===== config.mk =====
export PLATFORM = sky130hd
export DESIGN_NAME = beat_packer_ctrl
export DESIGN_NICKNAME = d
export VERILOG_FILES = /design/src/rtl/beat_packer_pkg.sv /design/src/rtl/beat_packer_ctrl_shift.sv /design/src/rtl/beat_packer_ctrl.sv
export SDC_FILE = /design/constraint.sdc
export NUM_CORES = 1
export LEC_CHECK = 0
export CAP_MARGIN = 20
export CORE_MARGIN = 1
export CORE_UTILIZATION = 48
export DETAILED_ROUTE_END_ITERATION = 16
export PLACE_DENSITY = 0.87
export SLEW_MARGIN = 20
export SYNTH_ARGS = -nofsm -noshare
export SYNTH_HDL_FRONTEND = slang
export SYNTH_SLANG_ARGS = --single-unit

===== constraint.sdc =====
create_clock -name clk -period 4.15 [get_ports clk]
set_input_delay 0.83 -clock clk [delete_from_list [all_inputs] [get_ports clk]]
set_output_delay 0.83 -clock clk [all_outputs]
set_load 0.005 [all_outputs]

===== src/rtl/beat_packer_pkg.sv =====
// Shared types and helpers for the beat packer controller.
// Optional flush support is enabled by defining BEAT_PACKER_FLUSH_EN.
package beat_packer_pkg;

  typedef enum logic [1:0] {
    FILL = 2'd0,
    HOLD = 2'd1,
    PAD  = 2'd2
  } state_e;

  // Width needed to count 0..depth inclusive.
  function automatic int unsigned cnt_width(input int unsigned depth);
    return $clog2(depth + 1);
  endfunction

endpackage


===== src/rtl/beat_packer_ctrl_shift.sv =====
// beat_shift_register: DEPTH x WIDTH shift register, newest beat in the low slice.
module beat_shift_register #(
  parameter int unsigned DEPTH = 4,
  parameter int unsigned WIDTH = 4
) (
  input  logic                   clk,
  input  logic                   rst_n,
  input  logic                   write_en,
  input  logic [WIDTH-1:0]       data_in,
  output logic [WIDTH*DEPTH-1:0] data_out
);

  localparam int unsigned TOTAL_W = WIDTH * DEPTH;

  logic [TOTAL_W-1:0] data_q;

  generate
    if (DEPTH == 1) begin : g_single
      always_ff @(posedge clk or negedge rst_n) begin
        if (!rst_n) begin
          data_q <= '0;
        end else if (write_en) begin
          data_q <= data_in;
        end
      end
    end else begin : g_multi
      // Older beats move up one slice; the new beat lands at the bottom.
      always_ff @(posedge clk or negedge rst_n) begin
        if (!rst_n) begin
          data_q <= '0;
        end else if (write_en) begin
          data_q <= {data_q[TOTAL_W-WIDTH-1:0], data_in};
        end
      end
    end
  endgenerate

  assign data_out = data_q;

endmodule


===== src/rtl/beat_packer_ctrl.sv =====
// Packs DEPTH narrow beats into one wide word using beat_shift_register.
// Define BEAT_PACKER_FLUSH_EN to add in_last and zero-padding of short words.
module beat_packer_ctrl
  import beat_packer_pkg::*;
#(
  parameter int unsigned DEPTH = 4,
  parameter int unsigned WIDTH = 4
) (
  input  logic                                clk,
  input  logic                                rst,
  input  logic                                in_valid,
  output logic                                in_ready,
  input  logic [WIDTH-1:0]                    in_data,
`ifdef BEAT_PACKER_FLUSH_EN
  input  logic                                in_last,
`endif
  output logic                                out_valid,
  input  logic                                out_ready,
  output logic [WIDTH*DEPTH-1:0]              out_data,
  output logic [cnt_width(DEPTH)-1:0]         beat_cnt
);

  localparam int unsigned CW = cnt_width(DEPTH);

  state_e          state_q, state_d;
  logic [CW-1:0]   cnt_q, cnt_d;
  logic [CW-1:0]   cnt_inc_c;
  logic            write_en_c;
  logic [WIDTH-1:0] shift_in_c;
  logic            last_c;

`ifdef BEAT_PACKER_FLUSH_EN
  assign last_c = in_last;
`else
  assign last_c = 1'b0;
`endif

  assign cnt_inc_c = cnt_q + CW'(1);

  // State and beat counter.
  always_ff @(posedge clk or posedge rst) begin
    if (rst) begin
      state_q <= FILL;
      cnt_q   <= '0;
    end else begin
      state_q <= state_d;
      cnt_q   <= cnt_d;
    end
  end

  // Next state, handshake and register control.
  always_comb begin
    state_d    = state_q;
    cnt_d      = cnt_q;
    in_ready   = 1'b0;
    write_en_c = 1'b0;
    shift_in_c = in_data;

    case (state_q)
      FILL: begin
        // Held low while reset is asserted, since state_q already reads FILL.
        in_ready   = ~rst;
        write_en_c = in_valid & ~rst;
        if (in_valid && !rst) begin
          cnt_d = cnt_inc_c;
          if (cnt_inc_c == CW'(DEPTH)) begin
            state_d = HOLD;
          end else if (last_c) begin
            state_d = PAD;
          end
        end
      end

      HOLD: begin
        // Bypass: a beat may enter in the same cycle the word leaves.
        in_ready   = out_ready;
        write_en_c = out_ready & in_valid;
        if (out_ready) begin
          if (in_valid) begin
            cnt_d = CW'(1);
            if (DEPTH == 1) begin
              state_d = HOLD;
            end else if (last_c) begin
              state_d = PAD;
            end else begin
              state_d = FILL;
            end
          end else begin
            cnt_d   = '0;
            state_d = FILL;
          end
        end
      end

      PAD: begin
        write_en_c = 1'b1;
        shift_in_c = '0;
        cnt_d      = cnt_inc_c;
        if (cnt_inc_c == CW'(DEPTH)) begin
          state_d = HOLD;
        end
      end

      default: begin
        state_d = FILL;
        cnt_d   = '0;
      end
    endcase
  end

  assign out_valid = (state_q == HOLD);
  assign beat_cnt  = cnt_q;

  beat_shift_register #(
    .DEPTH (DEPTH),
    .WIDTH (WIDTH)
  ) u_shift (
    .clk      (clk),
    .rst_n    (~rst),
    .write_en (write_en_c),
    .data_in  (shift_in_c),
    .data_out (out_data)
  );

endmodule


Yosys cells after proc, flatten, opt, wreduce, memory -nomap -nowiden --
Cells that the tools add are included. Widths: inputs -> output; s select.
Cells by class: $add $sub $neg 1, equal/unequal tests 5, muxes and demuxes 11, bitwise logic cells 3, reductions and logical operators 4
Operator list (number):
- $pmux 3 s3 | 1
- $mux 2 | 3
- $mux 3 | 2
- $pmux 2 s3 | 1
- $mux 4 | 1
- $add 3x1->3 const B | 1
- $eq 3x3->1 const B | 1
- $pmux 1 s3 | 1
- $and 1x1->1 | 2
- $eq 2x1->1 const B | 1
- $eq 2x2->1 const B | 1
- $logic_not 2->1 | 1
- $ne 2x1->1 const B | 1
- $ne 2x2->1 const B | 1
- $pmux 1 s2 | 1
- $reduce_and 2->1 | 1
- $logic_and 1x1->1 | 1
- $logic_not 1->1 | 1
- $mux 1 | 1
- $not 1->1 | 1
Storage, ports and cells: register bits 21, bits of input ports 8, output and inout bits 21, word-level logic and storage cells 27

Longest topological paths before layout --
Gate-level depths: netlist (run 1).
word-level depth 5, gate-level depth with buffers 5, depth with buffers taken out 4

By module --
A second synthesis (run 1) with hierarchy kept.
Unflattened totals: cells, all modules 60, area, all modules 924.6 um^2
By module, submodules not included:
- beat_shift_register | instances 1, cells an instance 34, area each 649.4 um^2, seq. area each 400.4 um^2
- beat_packer_ctrl | instances 1, cells an instance 26, area each 275.3 um^2, seq. area each 100.1 um^2

Least setup slack after synthesis (run 1) --
OpenSTA, ideal clock, no wires.
path kind input port to flip-flop, start input port rst, end register u_shift.data_q[15] (netlist: u_shift.data_out[15]), setup time 0.125 ns, data arrival time 1.755 ns, required time 4.025 ns, path slack 2.270 ns, cell stages on the path 4, path buffers 1, cell sequence inv_2 -> o211ai_4 -> buf_12 -> mux2_4
Between the ends: word-level cells in the longest chain between the ends 3
RTL lines:
- from (decl) | RTL line beat_packer_ctrl.sv:10 | input logic rst,
- $not 1->1
- $and 1x1->1 | RTL line beat_packer_ctrl.sv:63 | write_en_c = in_valid & ~rst;
- $pmux 1 s3 | RTL line beat_packer_ctrl.sv:59 | case (state_q)
- to (signal assigned) | RTL line beat_packer_ctrl_shift.sv:32 | data_q <= {data_q[TOTAL_W-WIDTH-1:0], data_in};
- to (decl) | RTL line beat_packer_ctrl_shift.sv:15 | logic [TOTAL_W-1:0] data_q;
No other way between the ends. A chain may end at the register's enable or synchronous reset.

Worst setup path in the final report (run 1) --
start input port out_ready, end output port in_ready
Between the ends: word-level cells in the longest chain between the ends 1
RTL lines:
- from (decl) | RTL line beat_packer_ctrl.sv:18 | input logic out_ready,
- $pmux 1 s2 | RTL line beat_packer_ctrl.sv:59
- to (decl) | RTL line beat_packer_ctrl.sv:12 | output logic in_ready,
No other way between the ends.

==> summary.json, run 1 <==
{
  "timing_max_transition_violations_final": {"value": 0},
  "finalPower": {"value": 0.000741, "unit": "W"},
  "clockRootBuffer": {"value": "clkbuf_4"},
  "synth.distinct_cells": {"value": 20},
  "timing.clock.skew": {"value": 0.00722, "unit": "ns"},
  "worstSetupStartpointType": {"value": "primary input"},
  "netlist.area_leader.share": {"value": 53.8, "unit": "%"},
  "worstPathArrival": {"value": 2.09, "unit": "ns"},
  "synth_largest_area_cell": {"value": "dfrtp_1"},
  "insertion_delay": {"value": 0.29, "unit": "ns"},
  "crit_path_max_incr_delay": {"value": 0.54, "unit": "ns"},
  "final.period_utilization": {"value": 70.4, "unit": "%"},
  "crit_top_cell": {"value": "clkdlybuf4s50_1"},
  "pwr-share-comb": {"value": 42.7, "unit": "%"},
  "synthesis.yosys.warnings": {"value": 0},
  "floorplan.die.height": {"value": 46.0, "unit": "um"},
  "netlist_area": {"value": 930, "unit": "um^2"},
  "drt_wl_total": {"value": 1570, "unit": "um"},
  "global_route.overflow_total": {"value": 0},
  "drt_pre_antenna_iters": {"value": 4},
  "core_area": {"value": 1760, "unit": "um^2"},
  "die_width": {"value": 46.0, "unit": "um"},
  "syn_avg_cell_area": {"value": 15.5, "unit": "um^2"},
  "worst_setup_path_end_kind": {"value": "output port"},
  "count_of_cells_along_the_worst_register_to_register_path": {"value": 2},
  "clk_pwr_share": {"value": 11.8, "unit": "%"},
  "ctsLongestPathBuffers": {"value": 2},
  "clkSinkCount": {"value": 20},
  "ff2ff_setup_slack": {"value": 2.47, "unit": "ns"},
  "critPathKind": {"value": "primary input to output port"},
  "finalSetupViolCount": {"value": 0},
  "top_level_ports": {"value": 29},
  "cts.clk_slew.worst_paths": {"value": 0.10, "unit": "ns"},
  "dieArea": {"value": 2120, "unit": "um^2"},
  "postSynthCellCount": {"value": 60},
  "postSynthNetCount": {"value": 70},
  "worstHoldEndpoint": {"value": "u_shift.data_out[13]$_DFFE_PP0P_"},
  "first_global_vias": {"value": 570},
  "dr_drc_count": {"value": 0},
  "hold_violations": {"value": 0},
  "cts.repair.resized": {"value": 0},
  "tns": {"value": 0, "unit": "ns"},
  "timing.fmax": {"value": 342, "unit": "MHz"},
  "startpoint_of_the_most_critical_hold_path": {"value": "u_shift.data_out[13]$_DFFE_PP0P_"},
  "post_cts_hold_buffer_count": {"value": 0},
  "rsz0062_at_grt": {"value": "no"},
  "maxCapViolCount": {"value": 0},
  "clock_tree_from_tritoncts": {"value": "yes"},
  "met2_length": {"value": 785, "unit": "um"},
  "cp_max_fo": {"value": 3},
  "antenna_found_initial": {"value": 0},
  "seq_power_share": {"value": 45.5, "unit": "%"},
  "cell_chain_of_the_critical_path": {"value": "clkdlybuf4s50_1 > nand2_1 > o21ai_0 > clkdlybuf4s50_1"},
  "floorplan.initialDensity": {"value": 52.7, "unit": "%"},
  "worst_path_max_delay_cell": {"value": "clkdlybuf4s50_1"},
  "fin_util": {"value": 69.9, "unit": "%"},
  "worst_r2r_endpoint": {"value": "u_shift.data_out[10]$_DFFE_PP0P_"},
  "cts-buffers-inserted": {"value": 3},
  "vdd.ir_drop.worst": {"value": 0.000324, "unit": "V"},
  "slew_headroom": {"value": 54.8, "unit": "%"},
  "sw_ratio": {"value": 27.3, "unit": "%"},
  "net_switching_power": {"value": 0.000202, "unit": "W"},
  "layout.cells.most_common": {"value": "clkdlybuf4s50_1"},
  "global_route_usage_over_all_layers": {"value": 17.2, "unit": "%"},
  "dpl.hpwl": {"value": 1140, "unit": "um"},
  "layout.area.seq": {"value": 500, "unit": "um^2"},
  "drive_above_1_share": {"value": 27.0, "unit": "%"},
  "final_net_count": {"value": 101},
  "wl_per_cell": {"value": 13.7, "unit": "um"},
  "yosys_register_bits": {"value": 20},
  "internal_power": {"value": 0.000539, "unit": "W"},
  "area_taken_by_multi_input_logic_gates": {"value": 394, "unit": "um^2"},
  "routedLengthMet1": {"value": 691, "unit": "um"},
  "required": {"value": 3.32, "unit": "ns"},
  "cts.htree.levels": {"value": 1},
  "status": {"value": "finished clean"},
  "place.gp.congestion": {"value": 0.776},
  "finalWorstPathRequiredPeriod": {"value": 2.92, "unit": "ns"},
  "whs_path_depth": {"value": 1},
  "detailroute.via_count": {"value": 575},
  "port_buffers": {"value": 28},
  "core.rowCount": {"value": 15},
  "grt_start_max_net_pins": {"value": 22},
  "synth.top_cells.by_area": {"value": "dfrtp_1, mux2_4, mux2_2"},
  "antennaDiodeCount": {"value": 0},
  "wl_met3": {"value": 90, "unit": "um"},
  "route.antenna.remaining_nets": {"value": 0},
  "cell_pwr_density": {"value": 601, "unit": "nW/um^2"},
  "worst_path_dominant_cell_family": {"value": "buffers and inverters"},
  "synth_seq_area_share": {"value": 53.8, "unit": "%"},
  "worst-slew-pin-transition": {"value": 0.674, "unit": "ns"},
  "drt_iter0_drc": {"value": 4},
  "routed.top_layer": {"value": "met3"},
  "cts_post_setup_buffers_inserted": {"value": 0},
  "nFillCells": {"value": 145},
  "layout-area-overhead-vs-synth": {"value": 32.6, "unit": "%"},
  "rr_startpoint": {"value": "state_q[0]$_DFFE_PP0P_"},
  "wire_length_of_the_first_global_routing_pass": {"value": 2520, "unit": "um"},
  "hold_class": {"value": "flip-flop to flip-flop"},
  "most-common-layout-cells": {"value": "clkdlybuf4s50_1, dfrtp_1, mux2_4, mux2_2, nand2_1"},
  "power.static_leakage": {"value": 0.560, "unit": "nW"},
  "routed_via_density": {"value": 5.04},
  "number_of_buffers_and_inverters_on_the_critical_path": {"value": 2}
}
## cells in the mapped netlist (all sizes together)
library cell,n
nand3b,1
and3b,1
xor2,1
mux2i,2
buf,2
nor3b,1
dfrtp,20
a22o,1
ha,2
mux2,16
o21ai,3
and2b,1
o211ai,1
nand2b,1
o221a,1
nand3,1
inv,1
nand2,4
## how the worst max path moves through the flow
stage	start	endpoint	slack [ns]	depth (start not counted)
finish	out_ready	in_ready	1.23	4
global route	out_ready	in_ready	1.19	4
CTS	out_ready	in_ready	1.22	4
detailed placement	out_ready	in_ready	1.23	4
global placement	out_ready	in_ready	1.30	4
floorplan	rst	u_shift.data_out[15]$_DFFE_PP0P_	2.27	4
## power groups by stage
stage                     Combinational (W)  Sequential, W   Clock, W
after floorplan                    0.000138       0.000336          0
after global placement             0.000312       0.000337          0
after detailed placement           0.000318       0.000341          0
after CTS                          0.000320       0.000338  0.0000923
after global routing               0.000344       0.000350  0.0000980
final                              0.000316       0.000337  0.0000877
## metal layers
layer  vias to the layer above  global-route usage [%]
li1                        276                       -
met1                       279                    22.8
met2                        20                    28.5
met3                         0                    3.17
met4                         0                    5.29
met5                         -                       0
## layout make-up
class / count / share of cell area (%)
Sequential cell: 20 / 40.6
Multi-Input combinational cell: 37 / 32.0
Timing Repair Buffer: 28 / 22.7
Tap cell: 25 / 2.54
Clock buffer: 3 / 1.83
Inverter: 1 / 0.305
## flip-flops by register name (all words and copies together) (netlist names)
register / flops
u_shift.data_out: 16
beat_cnt: 3
state_q: 1
## per-stage QoR
| step | std cells | hold WS (ns) | worst slack [ns] | area [um^2] |
|---|---|---|---|---|
| 2_1_floorplan | 60 | 0.504 | 2.27 | 930 |
| 3_3_place_gp | 111 | 0.488 | 1.30 | 1210 |
| 3_5_place_dp | 111 | 0.492 | 1.23 | 1210 |
| 4_1_cts | 114 | 0.517 | 1.22 | 1230 |
| 5_1_grt | 114 | 0.534 | 1.19 | 1230 |
| 6_report | 114 | 0.512 | 1.23 | 1230 |
## cells by family (layout without fill, tap and decap cells)
logic type | count (synthesis) | count (layout) | share of synthesized area, %
DFF | 20 | 20 | 53.8
and+or+nand+nor | 10 | 10 | 7.13
xor gates and xnor gates | 1 | 1 | 0.942
AOI/OAI and AO/OA | 6 | 6 | 6.06
muxes | 18 | 18 | 25.6
adders and majority gates | 2 | 2 | 2.69
buffers and inverters | 3 | 32 | 3.77
(Power assumes the default switching activity.)
==> run 2, diff against run 1 <==
--- a/config.mk
+++ b/config.mk
@@ -7,9 +7,9 @@
 export LEC_CHECK = 0
 export CAP_MARGIN = 20
 export CORE_MARGIN = 1
-export CORE_UTILIZATION = 48
+export CORE_UTILIZATION = 45
 export DETAILED_ROUTE_END_ITERATION = 16
-export PLACE_DENSITY = 0.87
+export PLACE_DENSITY = 0.83
 export SLEW_MARGIN = 20
 export SYNTH_ARGS = -nofsm -noshare
 export SYNTH_HDL_FRONTEND = slang
==> constraint.sdc (replaced) <==
create_clock -name clk -period 3.07 [get_ports clk]
set_input_delay 0.614 -clock clk [delete_from_list [all_inputs] [get_ports clk]]
set_output_delay 0.614 -clock clk [all_outputs]
set_load 0.005 [all_outputs]
==> run 2 against run 1 <==
The flow now finishes with violations (design-rule violations). Core utilization shrank 4.3 points. Final area grew 3.2%. Sequential share of layout area shrank 1.3 points.
==> summary.json, run 2 (synthesized netlist as in run 1, its figures left out) <==
{
  "status": {"value": "finished, violations left"},
  "failing_checks": {"value": "design-rule violations"},
  "drt_iter0_drc": {"value": 8, "change": "+4"},
  "timing.fmax": {"value": 411, "unit": "MHz"},
  "drt_wl_total": {"value": 1540, "unit": "um", "change": "-1.6%"},
  "hold_class": {"value": "flip-flop to flip-flop"},
  "top_level_ports": {"value": 29, "change": "unchanged"},
  "critPathKind": {"value": "primary input to output port"},
  "worst_setup_path_end_kind": {"value": "output port"},
  "antenna_found_initial": {"value": 0, "change": "unchanged"},
  "cell_chain_of_the_critical_path": {"value": "clkdlybuf4s50_1 > nand2_1 > o21ai_0 > clkdlybuf4s50_1"},
  "insertion_delay": {"value": 0.30, "unit": "ns", "change": "about the same"},
  "cts-buffers-inserted": {"value": 3, "change": "unchanged"},
  "route.antenna.remaining_nets": {"value": 0, "change": "unchanged"},
  "cts.repair.resized": {"value": 0, "change": "unchanged"},
  "core.rowCount": {"value": 16, "change": "+1"},
  "nFillCells": {"value": 160, "change": "+10%"},
  "routed_via_density": {"value": 4.80, "change": "-4.9%"},
  "global_route_usage_over_all_layers": {"value": 15.3, "unit": "%", "change": "-1.9 points"},
  "cts.htree.levels": {"value": 1, "change": "unchanged"},
  "hold_violations": {"value": 0, "change": "unchanged"},
  "crit_top_cell": {"value": "clkdlybuf4s50_1"},
  "grt_start_max_net_pins": {"value": 22, "change": "unchanged"},
  "internal_power": {"value": 0.000816, "unit": "W", "change": "+51%"},
  "clockRootBuffer": {"value": "clkbuf_4"},
  "finalPower": {"value": 0.00109, "unit": "W", "change": "+48%"},
  "layout-area-overhead-vs-synth": {"value": 36.9, "unit": "%"},
  "final.period_utilization": {"value": 79.3, "unit": "%"},
  "place.gp.congestion": {"value": 0.756, "change": "-2.7%"},
  "power.static_leakage": {"value": 0.579, "unit": "nW", "change": "+3.3%"},
  "antennaDiodeCount": {"value": 0, "change": "unchanged"},
  "dieArea": {"value": 2250, "unit": "um^2", "change": "+6.4%"},
  "port_buffers": {"value": 28, "change": "unchanged"},
  "number_of_buffers_and_inverters_on_the_critical_path": {"value": 2, "change": "unchanged"},
  "required": {"value": 2.46, "unit": "ns", "change": "-0.86 ns"},
  "vdd.ir_drop.worst": {"value": 0.000516, "unit": "V", "change": "+59%"},
  "timing.clock.skew": {"value": 0.0136, "unit": "ns", "change": "+0.00642 ns"},
  "floorplan.die.height": {"value": 47.5, "unit": "um", "change": "+3.1%"},
  "drive_above_1_share": {"value": 28.6, "unit": "%", "change": "+1.6 points"},
  "die_width": {"value": 47.5, "unit": "um", "change": "+3.1%"},
  "worst_path_max_delay_cell": {"value": "clkdlybuf4s50_1"},
  "cts.clk_slew.worst_paths": {"value": 0.10, "unit": "ns", "change": "about the same"},
  "finalWorstPathRequiredPeriod": {"value": 2.43, "unit": "ns"},
  "sw_ratio": {"value": 25.4, "unit": "%", "change": "-1.9 points"},
  "pwr-share-comb": {"value": 39.0, "unit": "%", "change": "-3.7 points"},
  "maxCapViolCount": {"value": 0, "change": "unchanged"},
  "most-common-layout-cells": {"value": "clkdlybuf4s50_1, dfrtp_1, mux2_4, mux2_2, nand2_1"},
  "cell_pwr_density": {"value": 859, "unit": "nW/um^2", "change": "+43%"},
  "ctsLongestPathBuffers": {"value": 2, "change": "unchanged"},
  "crit_path_max_incr_delay": {"value": 0.52, "unit": "ns", "change": "-0.02 ns"},
  "cts_post_setup_buffers_inserted": {"value": 0, "change": "unchanged"},
  "wire_length_of_the_first_global_routing_pass": {"value": 2330, "unit": "um", "change": "-7.4%"},
  "slew_headroom": {"value": 70.1, "unit": "%", "change": "+15 points"},
  "clk_pwr_share": {"value": 19.3, "unit": "%", "change": "+7.5 points"},
  "rsz0062_at_grt": {"value": "no"},
  "finalSetupViolCount": {"value": 0, "change": "unchanged"},
  "cp_max_fo": {"value": 3, "change": "unchanged"},
  "dpl.hpwl": {"value": 1100, "unit": "um", "change": "-3.3%"},
  "clkSinkCount": {"value": 20, "change": "unchanged"},
  "worst-slew-pin-transition": {"value": 0.448, "unit": "ns", "change": "-0.226 ns"},
  "ff2ff_setup_slack": {"value": 1.49, "unit": "ns", "change": "-0.98 ns"},
  "largest_register_ff_count": {"value": 16, "change": "unchanged"},
  "global_route.overflow_total": {"value": 0, "change": "unchanged"},
  "worstSetupStartpointType": {"value": "primary input"},
  "drt_pre_antenna_iters": {"value": 9, "change": "+5"},
  "wl_per_cell": {"value": 13.1, "unit": "um", "change": "-4.9%"},
  "final_net_count": {"value": 102, "change": "+0.99%"},
  "timing_max_transition_violations_final": {"value": 0, "change": "unchanged"},
  "first_global_vias": {"value": 536, "change": "-6.0%"},
  "post_cts_hold_buffer_count": {"value": 0, "change": "unchanged"},
  "worstPathArrival": {"value": 1.82, "unit": "ns", "change": "-0.27 ns"},
  "clock_tree_from_tritoncts": {"value": "yes"},
  "worst_path_dominant_cell_family": {"value": "buffers and inverters"},
  "tns": {"value": 0, "unit": "ns", "change": "unchanged"},
  "dr_drc_count": {"value": 1, "change": "+1"},
  "seq_power_share": {"value": 41.7, "unit": "%", "change": "-3.8 points"},
  "floorplan.initialDensity": {"value": 47.9, "unit": "%", "change": "-4.8 points"},
  "core_area": {"value": 1940, "unit": "um^2", "change": "+10%"},
  "layout.cells.most_common": {"value": "clkdlybuf4s50_1"},
  "net_switching_power": {"value": 0.000277, "unit": "W", "change": "+37%"},
  "detailroute.via_count": {"value": 566, "change": "-1.6%"}
}
[run 2: cell types whose count changed in the layout (fill, tap and decap cells not counted)]
cell       change
buf_4          +1
bufinv_16      +1
[run 2: final timing paths]
kind / start / endpoint / cells past startpoint
setup / recovery: out_ready / in_ready / 4
hold / removal: u_shift.data_out[12]$_DFFE_PP0P_ / u_shift.data_out[12]$_DFFE_PP0P_ / 1
setup reg to reg: state_q[0]$_DFFE_PP0P_ / u_shift.data_out[12]$_DFFE_PP0P_ / 4
hold reg to reg: u_shift.data_out[12]$_DFFE_PP0P_ / u_shift.data_out[12]$_DFFE_PP0P_ / 1
max in group asynchronous: rst / u_shift.data_out[8]$_DFFE_PP0P_ / 2
min in group asynchronous: rst / beat_cnt[0]$_DFFE_PP0P_ / 2
[run 2: power by group through the flow]
stage	Sequential (W)	Clock [W]	Combinational (W)
after detailed placement	0.000461	0	0.000431
final	0.000456	0.000211	0.000426
after global placement	0.000455	0	0.000422
after floorplan	0.000455	0	0.000187
after global routing	0.000471	0.000228	0.000466
after CTS	0.000457	0.000217	0.000433
[run 2: per-layer routing]
metal	routed length (um)	global-route usage, %	up-vias	share of wire (%)
met3	76	3.02	0	4.9
met1	730	20.6	270	47
met2	736	24.1	21	48
met4	0	6.86	0	0
li1	-	-	275	-
met5	0	0	-	0
[run 2: worst register-to-register path: cells and delay by family, from the launching register on]
kind / cells / cell delay, ns
AO/OA/AOI/OAI: 1 / 0.09
buffers and inverters: 1 / 0.29
flip-flops: 1 / 0.61
multiplexers: 1 / 0.37
AND/OR/NAND/NOR: 1 / 0.11
[run 2: layout make-up]
| type | count | area, um^2 | share of cell area, % |
|---|---|---|---|
| clock buffer | 3 | 22.5 | 1.77 |
| clock inverter | 1 | 30.0 | 2.36 |
| inverter | 1 | 3.75 | 0.295 |
| multi-input combinational | 37 | 394 | 31.0 |
| sequential | 20 | 500 | 39.3 |
| tap | 27 | 33.8 | 2.65 |
| timing repair buffer | 29 | 288 | 22.6 |
[run 2: per-stage QoR]
step	hold slack [ns]	worst slack, ns	cell area, um^2	util (%)	std cells
after detailed placement	0.501	0.637	1220	62.8	114
final	0.519	0.635	1270	65.5	118
after CTS	0.525	0.626	1270	65.5	118
after global placement	0.489	0.657	1220	62.8	114
after floorplan	0.482	1.41	930	-	60
after global routing	0.553	0.569	1270	65.5	118
==> run 3, diff against run 2 <==
==> constraint.sdc (replaced) <==
create_clock -name clk -period 2.4 [get_ports clk]
set_input_delay 0.48 -clock clk [delete_from_list [all_inputs] [get_ports clk]]
set_output_delay 0.48 -clock clk [all_outputs]
set_load 0.005 [all_outputs]
==> run 3 against run 2 <==
The run still ends with design-rule violations left. Clock-buffer cell count is 1 higher. Wire length is 0.97% lower. Sequential power is 28% higher. Critical path depth stayed put. Non-clock buffer count is 1 higher. Power is 21% higher. Critical path type unchanged. Largest power group unchanged. Highest routed layer is now met4.
==> summary.json, run 3 (synthesized netlist as in run 1, its figures left out) <==
{
  "insertion_delay": {"value": 0.29, "unit": "ns", "change": "about the same"},
  "slew_headroom": {"value": 75.0, "unit": "%", "change": "+5.0 points"},
  "rr_startpoint": {"value": "state_q[0]$_DFFE_PP0P_"},
  "failing_checks": {"value": "design-rule violations"},
  "dpl.hpwl": {"value": 1150, "unit": "um", "change": "+4.2%"},
  "final.period_utilization": {"value": 90.6, "unit": "%"},
  "hold_violations": {"value": 0, "change": "unchanged"},
  "die_width": {"value": 47.5, "unit": "um", "change": "unchanged"},
  "worst-slew-pin-transition": {"value": 0.375, "unit": "ns", "change": "-0.0736 ns"},
  "most-common-layout-cells": {"value": "clkdlybuf4s50_1, dfrtp_1, mux2_4, mux2_2, nand2_1"},
  "worstPathArrival": {"value": 1.70, "unit": "ns", "change": "-0.12 ns"},
  "cts.clk_slew.worst_paths": {"value": 0.10, "unit": "ns", "change": "about the same"},
  "route.antenna.remaining_nets": {"value": 0, "change": "unchanged"},
  "crit_top_cell": {"value": "clkdlybuf4s50_1"},
  "worst_path_dominant_cell_family": {"value": "buffers and inverters"},
  "antennaDiodeCount": {"value": 0, "change": "unchanged"},
  "floorplan.die.height": {"value": 47.5, "unit": "um", "change": "unchanged"},
  "top_level_ports": {"value": 29, "change": "unchanged"},
  "startpoint_of_the_most_critical_hold_path": {"value": "u_shift.data_out[12]$_DFFE_PP0P_"},
  "number_of_buffers_and_inverters_on_the_critical_path": {"value": 2, "change": "unchanged"},
  "rsz0062_at_grt": {"value": "no"},
  "final_net_count": {"value": 103, "change": "+0.98%"},
  "vdd.ir_drop.worst": {"value": 0.000696, "unit": "V", "change": "+35%"},
  "layout-area-overhead-vs-synth": {"value": 35.9, "unit": "%"},
  "hold_class": {"value": "flip-flop to flip-flop"},
  "floorplan.initialDensity": {"value": 47.9, "unit": "%", "change": "unchanged"},
  "first_global_vias": {"value": 570, "change": "+6.3%"},
  "ctsLongestPathBuffers": {"value": 2, "change": "unchanged"},
  "dr_drc_count": {"value": 1, "change": "unchanged"},
  "fin_util": {"value": 65.1, "unit": "%", "change": "-0.45 points"},
  "timing.fmax": {"value": 460, "unit": "MHz"},
  "worstSetupStartpointType": {"value": "primary input"},
  "cts.htree.levels": {"value": 1, "change": "unchanged"},
  "worst_setup_path_end_kind": {"value": "output port"},
  "tns": {"value": 0, "unit": "ns", "change": "unchanged"},
  "worst_path_max_delay_cell": {"value": "clkdlybuf4s50_1"},
  "largest_register_ff_count": {"value": 16, "change": "unchanged"},
  "critPathKind": {"value": "primary input to output port"},
  "wire_length_of_the_first_global_routing_pass": {"value": 2410, "unit": "um", "change": "+3.3%"},
  "finalWorstPathRequiredPeriod": {"value": 2.18, "unit": "ns"},
  "cp_max_fo": {"value": 3, "change": "unchanged"},
  "detailroute.via_count": {"value": 587, "change": "+3.7%"},
  "cell_pwr_density": {"value": 1050, "unit": "nW/um^2", "change": "+22%"},
  "crit_path_max_incr_delay": {"value": 0.53, "unit": "ns", "change": "about the same"},
  "finalPower": {"value": 0.00132, "unit": "W", "change": "+21%"},
  "drt_iter0_drc": {"value": 2, "change": "-6"},
  "port_buffers": {"value": 28, "change": "unchanged"},
  "wl_per_cell": {"value": 12.8, "unit": "um", "change": "-1.8%"},
  "core_area": {"value": 1940, "unit": "um^2", "change": "unchanged"},
  "antenna_found_initial": {"value": 0, "change": "unchanged"},
  "grt_start_max_net_pins": {"value": 21, "change": "-4.5%"},
  "layout.cells.most_common": {"value": "clkdlybuf4s50_1"},
  "power.static_leakage": {"value": 0.577, "unit": "nW", "change": "-0.37%"},
  "clkSinkCount": {"value": 20, "change": "unchanged"},
  "cell_chain_of_the_critical_path": {"value": "clkdlybuf4s50_1 > nand2_1 > o21ai_0 > clkdlybuf4s50_1"},
  "clockRootBuffer": {"value": "clkbuf_4"},
  "global_route_usage_over_all_layers": {"value": 15.5, "unit": "%", "change": "+0.24 points"},
  "drt_pre_antenna_iters": {"value": 9, "change": "unchanged"},
  "cts_post_setup_buffers_inserted": {"value": 0, "change": "unchanged"},
  "cts.repair.resized": {"value": 0, "change": "unchanged"},
  "core.rowCount": {"value": 16, "change": "unchanged"},
  "dieArea": {"value": 2250, "unit": "um^2", "change": "unchanged"},
  "place.gp.congestion": {"value": 0.770, "change": "+1.9%"},
  "routed_via_density": {"value": 4.93, "change": "+2.8%"},
  "drive_above_1_share": {"value": 29.3, "unit": "%", "change": "+0.78 points"},
  "finalSetupViolCount": {"value": 0, "change": "unchanged"},
  "post_cts_hold_buffer_count": {"value": 0, "change": "unchanged"},
  "required": {"value": 1.92, "unit": "ns", "change": "-0.54 ns"},
  "worst_setup_sp": {"value": "out_ready"},
  "drt_wl_total": {"value": 1530, "unit": "um", "change": "-0.97%"},
  "status": {"value": "finished, violations left"},
  "timing.clock.skew": {"value": 0.00516, "unit": "ns", "change": "-0.00847 ns"},
  "timing_max_transition_violations_final": {"value": 0, "change": "unchanged"},
  "global_route.overflow_total": {"value": 0, "change": "unchanged"},
  "maxCapViolCount": {"value": 0, "change": "unchanged"},
  "clock_tree_from_tritoncts": {"value": "yes"},
  "cts-buffers-inserted": {"value": 3, "change": "unchanged"}
}
## run 3: worst reg2reg max path, stage by stage, from the launching register on
cell      delay [ns]
dfrtp_1         0.58
nand2b_4        0.11
o211ai_4        0.09
buf_4           0.29
mux2_2          0.37
## run 3: area by class of cell
cell class | count | area, um^2
clock buffer | 4 | 36.3
fill | 154 | 678
inverter | 1 | 3.75
multi-input combinational | 37 | 394
sequential | 20 | 500
tap | 27 | 33.8
timing repair buffer | 30 | 295
## run 3: final timing paths
check / slack (ns) / end / cells past startpoint
min in group asynchronous: 0.67 / u_shift.data_out[13]$_DFFE_PP0P_ / 3
setup reg to reg: 0.85 / u_shift.data_out[10]$_DFFE_PP0P_ / 4
hold / removal: 0.52 / u_shift.data_out[12]$_DFFE_PP0P_ / 1
hold reg to reg: 0.52 / u_shift.data_out[12]$_DFFE_PP0P_ / 1
setup / recovery: 0.22 / in_ready / 4
max in group asynchronous: 1.54 / u_shift.data_out[12]$_DFFE_PP0P_ / 3
## run 3: stage by stage
step                setup WS, ns  std cells  hold slack [ns]  area, um^2
floorplan                  0.870         60            0.348         930
global placement           0.253        115            0.489        1230
detailed placement         0.215        115            0.502        1230
CTS                        0.211        119            0.526        1260
global route               0.134        119            0.561        1260
finish                     0.225        119            0.519        1260
## run 3: metal layers
layer	wire length, um	vias up	GRT usage, %
met5	0	-	0
met4	5	0	6.86
met3	71	2	2.64
met2	774	21	26.0
met1	675	284	19.9
li1	-	280	-
## run 3: where the power goes
part | leakage [nW] | internal (W) | switching [W] | total, W
Sequential | 0.239 | 0.000471 | 0.000112 | 0.000584
Clock | 0.0210 | 0.0000924 | 0.0000950 | 0.000187
Combinational | 0.317 | 0.000405 | 0.000146 | 0.000551
Total | 0.577 | 0.000969 | 0.000354 | 0.00132
